$ cat src/rtl/kbd_keystate.sv
// Keyboard key-state tracker: per-key debounce, 8x8 active-low matrix view
// for the column scanner, and a press/release event FIFO for the host side.
//
// Ports:
//   clk, reset        system clock, synchronous active-high reset
//   kbd_scancode[6:0] key index of the current sample (0..79 valid)
//   kbd_keypress      sample value, 1 = key down
//   kbd_strobe        1-cycle pulse qualifying scancode/keypress
//   col_sel[2:0]      matrix column selected by the scanner
//   row_n[7:0]        registered rows of the selected column, 0 = down
//   ev_valid          event FIFO head valid
//   ev_scancode[6:0]  head event key index
//   ev_press          head event: 1 = press, 0 = release
//   ev_ready          pops the head when ev_valid is high
//   ev_overflow       sticky flag: an event was dropped
//   ev_ovf_clr        clears ev_overflow
module kbd_keystate #(
  parameter int DEBOUNCE   = 2,
  parameter int FIFO_DEPTH = 8
) (
  input  logic       clk,
  input  logic       reset,
  input  logic [6:0] kbd_scancode,
  input  logic       kbd_keypress,
  input  logic       kbd_strobe,
  input  logic [2:0] col_sel,
  output logic [7:0] row_n,
  output logic       ev_valid,
  output logic [6:0] ev_scancode,
  output logic       ev_press,
  input  logic       ev_ready,
  output logic       ev_overflow,
  input  logic       ev_ovf_clr
);

  localparam int          NKEYS = 80;
  localparam int          AW    = $clog2(FIFO_DEPTH);
  localparam logic [2:0]  DB    = 3'(DEBOUNCE);
  localparam logic [AW:0] FULL  = (AW+1)'(FIFO_DEPTH);

  logic [NKEYS-1:0] r_state;
  logic [2:0]       r_cnt [NKEYS];

  logic [7:0]       r_mem [FIFO_DEPTH];
  logic [AW-1:0]    r_wr;
  logic [AW-1:0]    r_rd;
  logic [AW:0]      r_count;
  logic             r_ovf;
  logic [7:0]       r_row_n;

  logic       w_kvalid;
  logic [6:0] w_idx;
  logic       w_diff;
  logic [2:0] w_inc;
  logic       w_flip;
  logic       w_pop;
  logic       w_full;
  logic       w_push;
  logic [7:0] w_row;

  // Out-of-range scancodes are steered to key 0 but never written back.
  assign w_kvalid = kbd_strobe && (kbd_scancode < 7'(NKEYS));
  assign w_idx    = w_kvalid ? kbd_scancode : 7'd0;
  assign w_diff   = kbd_keypress != r_state[w_idx];
  assign w_inc    = r_cnt[w_idx] + 3'd1;
  assign w_flip   = w_kvalid && w_diff && (w_inc == DB);

  assign ev_valid = r_count != '0;
  assign w_full   = r_count == FULL;
  assign w_pop    = ev_valid && ev_ready;
  // A full FIFO still accepts a push when the head leaves the same cycle.
  assign w_push   = w_flip && (!w_full || w_pop);

  always_ff @(posedge clk) begin
    if (reset) begin
      r_state <= '0;
      for (int i = 0; i < NKEYS; i++)
        r_cnt[i] <= 3'd0;
    end else if (w_kvalid) begin
      if (!w_diff || w_flip)
        r_cnt[w_idx] <= 3'd0;
      else
        r_cnt[w_idx] <= w_inc;
      if (w_flip)
        r_state[w_idx] <= kbd_keypress;
    end
  end

  always_ff @(posedge clk) begin
    if (w_push)
      r_mem[r_wr] <= {w_idx, kbd_keypress};
  end

  always_ff @(posedge clk) begin
    if (reset) begin
      r_wr    <= '0;
      r_rd    <= '0;
      r_count <= '0;
    end else begin
      if (w_push)
        r_wr <= r_wr + 1'b1;
      if (w_pop)
        r_rd <= r_rd + 1'b1;
      unique case ({w_push, w_pop})
        2'b10:   r_count <= r_count + 1'b1;
        2'b01:   r_count <= r_count - 1'b1;
        default: r_count <= r_count;
      endcase
    end
  end

  // A drop in the same cycle as a clear leaves the flag set.
  always_ff @(posedge clk) begin
    if (reset)
      r_ovf <= 1'b0;
    else if (w_flip && !w_push)
      r_ovf <= 1'b1;
    else if (ev_ovf_clr)
      r_ovf <= 1'b0;
  end

  always_comb begin
    w_row = '1;
    for (int r = 0; r < 8; r++)
      w_row[r] = ~r_state[{1'b0, col_sel, 3'(r)}];
  end

  always_ff @(posedge clk) begin
    if (reset)
      r_row_n <= 8'hFF;
    else
      r_row_n <= w_row;
  end

  assign row_n       = r_row_n;
  assign ev_overflow = r_ovf;
  assign ev_scancode = ev_valid ? r_mem[r_rd][7:1] : 7'd0;
  assign ev_press    = ev_valid ? r_mem[r_rd][0]   : 1'b0;

endmodule

$ cat config.mk
export PLATFORM = sky130hd
export DESIGN_NAME = kbd_keystate
export DESIGN_NICKNAME = d
export VERILOG_FILES = /design/src/rtl/kbd_keystate.sv
export SDC_FILE = /design/constraint.sdc
export NUM_CORES = 1
export LEC_CHECK = 0
export CORE_MARGIN = 8
export CORE_UTILIZATION = 45
export CTS_BUF_LIST = sky130_fd_sc_hd__clkbuf_8
export CTS_CLUSTER_SIZE = 24
export DETAILED_ROUTE_END_ITERATION = 6
export SYNTH_ARGS = -nofsm -noshare
export SYNTH_HDL_FRONTEND = slang
export SYNTH_SLANG_ARGS = --single-unit
$ cat constraint.sdc
create_clock -name clk -period 11 [get_ports clk]
set_clock_uncertainty 0.15 [all_clocks]
set_input_delay 2.2 -clock clk [delete_from_list [all_inputs] [get_ports clk]]
set_output_delay 2.2 -clock clk [all_outputs]
set_load 0.02 [all_outputs]
==> impl_metrics.ini <==
[yosys]
synth_xor_area_share_pct = 0.264
ys_seq_area_share_pct = 58.5
synth_mux_area_share_pct = 11.0
ys.flop_type = edfxtp_1
ys_async_sr_fraction_pct = 0
synth_cell_types = 73
synth_top_family_by_area = simple AND/OR/NAND/NOR gates
synth_fa_ha_area_share_pct = 0.477
ys.warnings.count = 0
synth_compound_area_share_pct = 8.73
synth_seq_cells = 422
synthesis.instances = 1796
postSynthAreaPerCell_sq_um = 11.1
yosys.area_share.simple_pct = 16.9
synth_edf_count = 320
syn_area_sq_mm = 0.0199

[setup_path]
critical_path_class = input port to flip-flop
crit_arrival_ns = 9.13
start_kind = input port
path_max_fanout = 41
rrSetupSlack_ns = 5.43
crit_required_ns = 11.34
cp-end-kind = flip-flop

[timing]
worst_pin_slew_ns = 1.19
hold_ws_ns = 0.324
tns_ns = 0
slew_viol_final = 0
worst_slew_margin_rel_pct = 20.5
finalHoldViolCount = 0
setup_viol = 0
period_minus_slack_ns = 8.79
setup_ws_ns = 2.21
max_freq_mhz = 114
rsz0062_at_grt = false
finalCritPeriodShare_pct = 79.9

[route]
wl_per_cell_um = 24.8
routed_wl_um = 61100
drc = 0
firstDrtPassIters = 6
ant_nets = 0
avgViaCountPerCell = 6.07
first_iter_violations = 1715
num_vias = 14900

[clock_network]
postCtsSetupBuffers = 0
ctsRootBufferMaster = clkbuf_8
cts_buffer_depth = 3
worstSkewPairLatency_ns = 0.66
cts_resized = 0
numCtsBuffers = 74
h-tree-depth = 3
hold_buffers = 0
cts_tree = built
clk_pin_slew_ns = 0.06
clkSinkCount = 422

[cells_and_area]
nNetsFinal = 1841
syn_to_final_growth_pct = 10.5
post-route-util_pct = 50.1
final-instance-count-excl-fill = 2461
fill_cells = 4030
antenna_cells = 0
drive_above_1_share_pct = 13.0
final_area_sq_mm = 0.0220

[grt]
grt_pass1_wl_um = 91900
grt_remaining_overflow = 0
grt_max_degree = 76
grt_pass1_vias = 14600
antenna_found_initial = 0
track_usage_pct = 23.8

[die]
core-area_sq_mm = 0.0439
rows = 77
die_x_um = 226
start_util_pct = 45.4
dieArea_sq_mm = 0.0513
boundaryPins = 34
die_h_um = 226

[power]
p_leak_nw = 7.83
ir_worst_vdd_uv = 129
powerDensity_mw_per_mm2 = 159
total_power_mw = 3.49

[outcome]
outcome = finished clean

[placement]
place_ws_ns = 1.84
dpl.hpwl_um = 39200
numPortBuffers = 33
dpl.cell_count = 2334
place.gp.congestion = 0.937
place_area_sq_mm = 0.0208

[job]
max-cap-violations = 0

[hold_path]
hp-class = flip-flop to flip-flop
[layout by cell type, fill, tap and decap left out, types with 11 or more instances in the layout]
cell and instances:
nor2_1 286, nand3_1 74, clkdlybuf4s50_1 30, a31o_2 11, buf_4 52, a31oi_1 11, clkinv_1 13, o22ai_1 33
nor2b_1 11, nand4_1 26, mux4_2 40, conb_1 16, o21ai_0 27, mux2_2 25, nand2_1 286, dfxtp_1 102
clkbuf_8 76, o31ai_1 14, a22oi_1 24, inv_1 46, nor3_1 18, edfxtp_1 320, mux2i_1 100, a21oi_1 41
[final cells by class]
class / instances / area, sq um / area share, %
Clock buffer: 76 / 1050 / 4.75
Clock inverter: 51 / 206 / 0.938
Inverter: 17 / 66.3 / 0.301
Multi-Input combinational cell: 1220 / 7610 / 34.6
Sequential cell: 422 / 11700 / 52.9
Tap cell: 592 / 741 / 3.36
Timing Repair Buffer: 83 / 696 / 3.16
[flip-flops by register name (all words and copies together) (netlist names), named ones only]
signal / count
r_cnt: 256
r_state: 80
r_mem: 64
row_n: 8
r_count: 4
r_rd: 3
r_wr: 3
ev_overflow: 1
[synth_stat cells, types with 6 or more instances]
library cell	n	share of area (%)
buf_2	43	1.1
and2_1	7	0.22
a31oi_1	11	0.35
a21o_1	6	0.23
mux2i_1	100	5.0
nand2_1	288	5.4
nor2b_1	12	0.38
clkbuf_1	81	1.5
a222oi_1	6	0.30
o221ai_1	6	0.26
o31ai_1	14	0.53
a31o_2	11	0.48
a22o_1	7	0.31
nor4_1	11	0.35
nand4_1	26	0.82
buf_6	15	0.85
and3_1	10	0.31
a32oi_1	6	0.26
nor3_1	23	0.58
buf_4	8	0.30
ha_1	6	0.38
mux2_2	25	1.4
nor2_1	294	5.5
nand3_1	74	1.9
a21oi_1	41	1.0
dfxtp_1	102	10
a22oi_1	24	0.90
inv_1	14	0.26
edfxtp_1	320	48
o21ai_0	27	0.68
nor4b_1	8	0.35
mux4_2	40	4.5
o22ai_1	33	1.0
[final timing paths]
| path | start | end | cells after the start |
|---|---|---|---|
| worst max-delay path | kbd_scancode[4] | r_cnt[12][1]$_SDFFCE_PN0P_ | 18 |
| worst min-delay path | r_state[70]$_SDFFE_PP0P_ | r_state[70]$_SDFFE_PP0P_ | 2 |
| worst max register to register | r_cnt[73][0]$_SDFFCE_PN0P_ | r_cnt[12][1]$_SDFFCE_PN0P_ | 15 |
| worst min register to register | r_state[70]$_SDFFE_PP0P_ | r_state[70]$_SDFFE_PP0P_ | 2 |
[power by group]
part	switching, mW	leakage (nW)	internal [mW]
Sequential	0.0406	4.05	1.75
Clock	0.640	0.749	0.635
Combinational	0.263	3.03	0.163
[cells by family after synthesis]
kind of cell / count (synthesis)
and+or+nand+nor: 780
muxes: 166
buffers and inverters: 169
adders and majority gates: 7
xor gates and xnor gates: 6
DFF: 422
other: 1
AOI/OAI and AO/OA: 245
[critical path, stage by stage]
cell and delay (ns):
clkdlybuf4s50_1 0.63, o21a_1 0.58, nor2_1 0.81, nand2_1 0.60
o22ai_1 0.32, or3_1 0.17, nor2b_1 0.15, o21bai_1 0.09
a31oi_1 0.17, a21oi_1 0.07, and2_1 0.21, ha_1 0.19
or4_1 0.54, and3_1 0.41, nor3_1 0.52, nand2_2 0.66
buf_4 0.54, nor2_1 0.19
[layer usage]
layer / vias up / part of all wire (%) / track usage, %
met5: - / 0 / 0
met4: 0 / 5.0 / 12.4
met1: 7339 / 40 / 31.3
met3: 185 / 9.5 / 5.17
li1: 6630 / - / -
met2: 773 / 46 / 36.7
Power figures use the tool's default switching activity.
